$ cat config.mk
export PLATFORM = sky130hd
export DESIGN_NAME = mem_arbiter
export DESIGN_NICKNAME = d
export VERILOG_FILES = /design/src/rtl/mem_arb_pkg.sv /design/src/rtl/arb_pick.sv /design/src/rtl/mem_arbiter.sv
export SDC_FILE = /design/constraint.sdc
export NUM_CORES = 1
export LEC_CHECK = 0
export BUFFER_PORTS_ARGS = -buffer_cell sky130_fd_sc_hd__buf_2
export CAP_MARGIN = 10
export CORE_ASPECT_RATIO = 1.25
export CORE_MARGIN = 1.5
export CORE_UTILIZATION = 40
export DETAILED_ROUTE_END_ITERATION = 10
export GPL_TIMING_DRIVEN = 0
export PLACE_DENSITY_LB_ADDON = 0.25
export SKIP_CTS_REPAIR_TIMING = 1
export SYNTH_ARGS = -nofsm -noshare
export SYNTH_HDL_FRONTEND = slang
export SYNTH_SLANG_ARGS = --single-unit
$ cat constraint.sdc
create_clock -name clk -period 4.8 [get_ports clk]
set_input_delay 0.72 -clock clk [delete_from_list [all_inputs] [get_ports clk]]
set_output_delay 0.72 -clock clk [all_outputs]
set_load 0.05 [all_outputs]
$ cat src/rtl/mem_arb_pkg.sv
// Shared types and constants for the fetch/data memory arbiter.
// Build option ARB_ROUND_ROBIN_EN (see arb_pick) selects the contention policy.
package mem_arb_pkg;

    typedef enum logic [1:0] {
        IDLE = 2'd0,
        BUSY = 2'd1,
        RESP = 2'd2
    } state_t;

    typedef enum logic {
        OWN_IF = 1'b0,
        OWN_DM = 1'b1
    } owner_t;

    localparam logic [31:0] WORD_ADDR_MASK = 32'hFFFF_FFFC;

endpackage

$ cat src/rtl/arb_pick.sv
// Combinational owner selection between fetch and data requesters.
// ARB_ROUND_ROBIN_EN defined: alternate on contention; undefined: data side always wins.
module arb_pick
    import mem_arb_pkg::*;
(
    input  logic if_req,
    input  logic dm_req,
    input  logic last_grant,
    output logic grant,
    output logic any_req
);

    assign any_req = if_req | dm_req;

`ifdef ARB_ROUND_ROBIN_EN
    // On contention the requester that did not win last time gets the grant.
    always_comb begin
        grant = OWN_IF;
        if (if_req && dm_req) begin
            grant = (last_grant == OWN_IF) ? OWN_DM : OWN_IF;
        end else if (dm_req) begin
            grant = OWN_DM;
        end
    end
`else
    logic unused_last_grant;

    assign unused_last_grant = last_grant;
    assign grant             = dm_req ? OWN_DM : OWN_IF;
`endif

endmodule

$ cat src/rtl/mem_arbiter.sv
// Two-requester arbiter in front of a single-port memory, one transaction at a time.
// Contention policy is chosen by ARB_ROUND_ROBIN_EN inside arb_pick.
module mem_arbiter
    import mem_arb_pkg::*;
(
    input  logic        clk,
    input  logic        rst_n,

    input  logic        if_req,
    input  logic [31:0] if_addr,
    output logic [31:0] if_rdata,
    output logic        if_ready,
    output logic        if_err,

    input  logic        dm_req,
    input  logic        dm_we,
    input  logic [31:0] dm_addr,
    input  logic [31:0] dm_wdata,
    output logic [31:0] dm_rdata,
    output logic        dm_ready,
    output logic        dm_err,

    output logic        mem_req,
    output logic        mem_we,
    output logic [31:0] mem_addr,
    output logic [31:0] mem_wdata,
    input  logic [31:0] mem_rdata,
    input  logic        mem_ack
);

    state_t      state;
    state_t      state_next;
    owner_t      owner;
    logic        last_grant;
    logic        grant;
    logic        any_req;
    logic [31:0] sel_addr;
    logic        sel_misaligned;
    logic [31:0] lat_addr;
    logic [31:0] lat_wdata;
    logic        lat_we;
    logic        lat_err;

    arb_pick u_pick (
        .if_req     (if_req),
        .dm_req     (dm_req),
        .last_grant (last_grant),
        .grant      (grant),
        .any_req    (any_req)
    );

    assign sel_addr       = (grant == OWN_DM) ? dm_addr : if_addr;
    assign sel_misaligned = (sel_addr[1:0] != 2'b00);

    always_ff @(posedge clk or negedge rst_n) begin
        if (!rst_n) begin
            state <= IDLE;
        end else begin
            state <= state_next;
        end
    end

    // Misaligned requests skip the memory entirely and answer with an error.
    always_comb begin
        state_next = state;
        mem_req    = 1'b0;
        mem_we     = 1'b0;
        mem_addr   = 32'h0;
        mem_wdata  = 32'h0;
        if_ready   = 1'b0;
        if_err     = 1'b0;
        dm_ready   = 1'b0;
        dm_err     = 1'b0;
        case (state)
            IDLE: begin
                if (any_req) begin
                    state_next = sel_misaligned ? RESP : BUSY;
                end
            end
            BUSY: begin
                mem_req   = 1'b1;
                mem_we    = lat_we;
                mem_addr  = lat_addr;
                mem_wdata = lat_wdata;
                if (mem_ack) begin
                    state_next = RESP;
                end
            end
            RESP: begin
                state_next = IDLE;
                if (owner == OWN_DM) begin
                    dm_ready = 1'b1;
                    dm_err   = lat_err;
                end else begin
                    if_ready = 1'b1;
                    if_err   = lat_err;
                end
            end
            default: begin
                state_next = IDLE;
            end
        endcase
    end

    // Grant-time latch of the owner's request, plus read-data capture on completion.
    always_ff @(posedge clk or negedge rst_n) begin
        if (!rst_n) begin
            owner      <= OWN_IF;
            last_grant <= OWN_IF;
            lat_addr   <= 32'h0;
            lat_wdata  <= 32'h0;
            lat_we     <= 1'b0;
            lat_err    <= 1'b0;
            if_rdata   <= 32'h0;
            dm_rdata   <= 32'h0;
        end else begin
            if (state == IDLE && any_req) begin
                owner      <= owner_t'(grant);
                last_grant <= grant;
                lat_addr   <= sel_addr & WORD_ADDR_MASK;
                lat_wdata  <= (grant == OWN_DM) ? dm_wdata : 32'h0;
                lat_we     <= (grant == OWN_DM) && dm_we && !sel_misaligned;
                lat_err    <= sel_misaligned;
            end
            if (state == BUSY && mem_ack && !lat_we) begin
                if (owner == OWN_DM) begin
                    dm_rdata <= mem_rdata;
                end else begin
                    if_rdata <= mem_rdata;
                end
            end
        end
    end

endmodule

* Word-level counts from Yosys, hierarchy flattened
Cells that the tools add are included.
Word-level totals: register bits after elaboration 131, word-level logic and storage cells 45
Cells by class: eq/ne operators 4, muxes and demuxes 19, bitwise operators 2, reductions and logical operators 12
Operators with widths (number):
- 32-bit two-way mux | 4
- 1-bit two-way mux | 11
- 2-bit two-way mux | 3
- 2-bit AND reduction | 3
- 1-bit logical AND | 5
- 2-bit != test, second input constant | 2
- 2-bit one-hot mux with 2 select lines | 1
- 2-bit by 1-bit == test with 1-bit output, second input constant | 1
- 2-bit == test, second input constant | 1
- 1-bit zero test | 2
- 2-bit zero test | 1
- 2-bit nonzero test | 1
- 1-bit inverter | 1
- 1-bit bitwise OR | 1

* Logic depth before layout (Yosys ltp)
word-level depth 6, mapped depth 5

* Cells and area by module
Synthesis repeated with hierarchy kept, for this count alone.
Second synthesis, totals: cell total of the unflattened synthesis 505, area total of the unflattened synthesis 5714.2 µm²
By module, submodules not included:
- mem_arbiter | times used 1, cells an instance 503, area each 5700.5 µm², sequential area each 3278.1 µm²
- arb_pick | times used 1, cells an instance 2, area each 13.8 µm², sequential area each 0.0 µm²

* Least setup slack after synthesis
Ideal clock, no wire load.
path kind reg2out, from register state[0], to output port if_err, arrival 2.173 ns, data required time 4.080 ns, path slack 1.907 ns, cell stages (with the launch flop) 3, buffers on the path 0, cell sequence dfrtp_1 > nor3b_1 > and2_1
On the way: longest elaborated chain between the ends 2
RTL lines:
- start: declaration | RTL line mem_arbiter.sv:31 | state_t state;
- start signal: assignment | RTL line mem_arbiter.sv:59 | state <= state_next;
- 2-bit == test | RTL line mem_arbiter.sv:74 | case (state)
- 1-bit two-way mux | RTL line mem_arbiter.sv:74
- end: declaration | RTL line mem_arbiter.sv:13 | output logic if_err,
Every way passes these cells.

* Worst setup path after layout
from register state[0], to output port mem_wdata[28]
On the way: longest elaborated chain between the ends 2
RTL lines:
- 2-bit by 1-bit == test with 1-bit output | RTL line mem_arbiter.sv:74
- 32-bit two-way mux | RTL line mem_arbiter.sv:74
- end: declaration | RTL line mem_arbiter.sv:26 | output logic [31:0] mem_wdata,
Every way passes these cells.

==> summary.md <==
| Metric | Value |
|---|---|
| Tcrit/Tclk final | 61.6% |
| First drt pass iteration count | 4 |
| Cells after synthesis | 403 |
| Mux cell area share after synthesis | 26.3% |
| Syn_area_per_cell | 14.3 um^2 |
| Worst-margin pin slew | 0.599 ns |
| Antenna viol nets, final | 0 |
| Starting DRC count in detailed routing | 137 |
| Via count | 4,253 |
| Worst Path Max Fanout | 10 |
| Total grt overflow | 0 |
| Max-slew headroom | 60.1% |
| Main synth FF type | dfrtp_1 |
| Max Cap Viol | 0 |
| Final hold vios | 0 |
| Data required time at the worst endpoint | 4.08 ns |
| YS warnings | 0 |
| CORE AREA | 13,900 um^2 |
| Final slew viol count | 0 |
| TritonCTS Sinks | 131 |
| Largest family of logic cells by synthesized area | multiplexers |
| Post-Synth Adder-Cell Area | 0% |
| CTS root buffer | clkbuf_16 |
| Synth-to-layout area growth | 37.6% |
| Clk buf depth | 2 |
| Critical Path Source Type | register |
| Initial antenna violation count | 0 |
| DP HPWL | 10,900 um |
| Final core occ | 57.1% |
| Pwr dens | 684 nW/um^2 |
| Routed WL per cell | 16.9 um |
| Die Y | 137 um |
| Sequential fraction of the synthesis area | 56.7% |
| Vias per inst | 4.86 |
| Reg2Reg Depth | 4 |
| Number of remaining DRC errors | 0 |
| GRT Overall Usage | 19.7% |
| Setup Skew | 0.00534 ns |
| CP Launch Point | state[0] |
| Mapped cell area | 5780 um^2 |
| WL final | 14,800 um |
| HP Class | in2async |
| Synth Area in Compound Gates | 5.74% |
| Post-synthesis xor/xnor area fraction | 0% |
| RSZ-0062 raised after global routing | no |
| Initial Util | 41.5% |
| Post-Synth Simple-Gate Area | 8.34% |
| Post-Route Setup TNS | 0 ns |
| Clock latency on the worst-skew pair | 0.41 ns |
| Peak supply drop | 0.436 mV |
| CTS tree | done |
| Fraction of layout cells with a size suffix above 1 | 61.5% |
| Inserted Clock Buffers | 17 |
| Antenna Cells | 0 |
| Outcome | completed |
| H-tree depth | 4 |
| Register bit count reported by yosys | 131 |
| Vias in the first global route | 4,562 |
| Rows | 48 |
| First-pass GRT wire length | 23,600 um |
| Die span in x | 111 um |
| Fraction of registers with async set/reset | 100% |
| Port bufs | 264 |
| Period minus WS final | 2.96 ns |
| Number of I/O pins | 268 |
| CP Class | reg2out |
| Count of endpoints failing setup in the final report | 0 |
| Worst EP arrival | 2.24 ns |
| Nets | 822 |
| EDFF count, synth | 0 |
| Largest net degree at the start of global routing | 70 |
| Critical Path Sink Type | output port |
| Maximum clock frequency | 0.338 GHz |
| Pleak | 0.00424 uW |
| Post-synthesis cell type count | 27 |
| Clk slew on worst S/H paths | 0.06 ns |
| RR Startpoint | state[1] |
| Placer Congestion | 0.804 |
| Die ar. | 15,200 um^2 |
[logic make-up (layout without fill, tap and decap cells)]
family          after synthesis  in the layout
compound gates               39             39
simple gates                 76             76
flops                       131            131
mux                         125            125
buf+inv                      31            328
other cells                   1              2
[per-stage QoR]
stage | power [uW] | hold slack, ns | instances | worst slack (ns) | instance area (um^2)
after floorplan | 3550 | 0.424 | 404 | 1.91 | 5780
after global placement | 4090 | 0.464 | 843 | 1.31 | 7320
after detailed placement | 4140 | 0.474 | 844 | 2.20 | 7360
after CTS | 5490 | 0.312 | 876 | 1.75 | 7950
after global routing | 5690 | 0.332 | 876 | 1.64 | 7950
final | 5440 | 0.296 | 876 | 1.84 | 7950
[worst paths after layout]
check	to	slack [ns]
worst min-delay path	dm_rdata[9]	0.30
min in group clk	if_rdata[27]	0.49
worst min register to register	if_rdata[27]	0.49
worst max-delay path	mem_wdata[28]	1.84
worst max register to register	if_rdata[28]	2.95
max in group asynchronous	if_rdata[22]	3.76
[cell type report]
class | count | area [um^2]
plain buffers | 31 | 164
clock buffers | 17 | 425
clock inverters | 15 | 171
fillers | 1169 | 5980
multi-input cells | 242 | 2340
flip-flops and latches | 131 | 3280
well taps | 175 | 219
repair buffers | 265 | 1360
[layout by cell type (no fill, tap or decap)]
| master | n |
|---|---|
| buf_2 | 271 |
| dfrtp_1 | 131 |
| mux2_2 | 89 |
| and2_1 | 66 |
| a22o_1 | 32 |
| mux2_4 | 30 |
| clkbuf_16 | 17 |
| clkbuf_1 | 15 |
| mux2_1 | 6 |
| inv_6 | 6 |
| buf_6 | 5 |
| clkinvlp_4 | 3 |
| o21ai_0 | 2 |
| buf_1 | 2 |
| nand2b_1 | 2 |
| buf_4 | 2 |
| conb_1 | 2 |
| inv_8 | 2 |
| bufinv_16 | 2 |
| nor2b_1 | 1 |
| and3b_1 | 1 |
| nor3b_1 | 1 |
| nand3b_1 | 1 |
| nor3_2 | 1 |
| or3b_1 | 1 |
| nor2_1 | 1 |
| o32a_1 | 1 |
| o21ai_1 | 1 |
| o32ai_1 | 1 |
| nand2_1 | 1 |
| a21o_1 | 1 |
| a32o_1 | 1 |
| clkinv_4 | 1 |
| clkinv_2 | 1 |
| buf_16 | 1 |
[worst max-delay path: stages, from the launching register on]
cell and delay (ns):
dfrtp_1 0.40, nor2b_1 0.19, clkbuf_1 0.41, clkbuf_1 0.37
and2_1 0.19, buf_2 0.27
[power by group]
group | internal [uW] | leakage (uW) | switching, uW
Clock | 782 | 0.000286 | 537
Combinational | 754 | 0.00233 | 1560
Sequential | 1560 | 0.00162 | 238
Total | 3100 | 0.00424 | 2340
[flip-flops by register name, summed over array words and instances (netlist names)]
name,flops
dm_rdata,32
if_rdata,32
lat_addr,30
lat_err,1
lat_wdata,32
lat_we,1
owner,1
state,2
[layer usage]
metal | wire (um) | GRT usage [%] | up-vias
met5 | 0 | 0 | -
met2 | 7450 | 34.1 | 182
met3 | 980 | 5.94 | 12
met1 | 6190 | 24.0 | 2077
met4 | 171 | 5.41 | 0
li1 | - | - | 1982
[cell usage after synthesis, types with 2 or more instances]
master	number	area, um^2
nand2b_1	2	12.5
mux2_2	89	1000
and2_1	66	413
buf_6	4	45.0
buf_1	2	7.51
mux2_1	6	67.6
a22o_1	32	280
buf_2	8	40.0
buf_4	2	15.0
dfrtp_1	131	3280
mux2_4	30	450
o21ai_0	2	10.0
clkbuf_1	15	56.3
(Power assumes the default switching activity.)
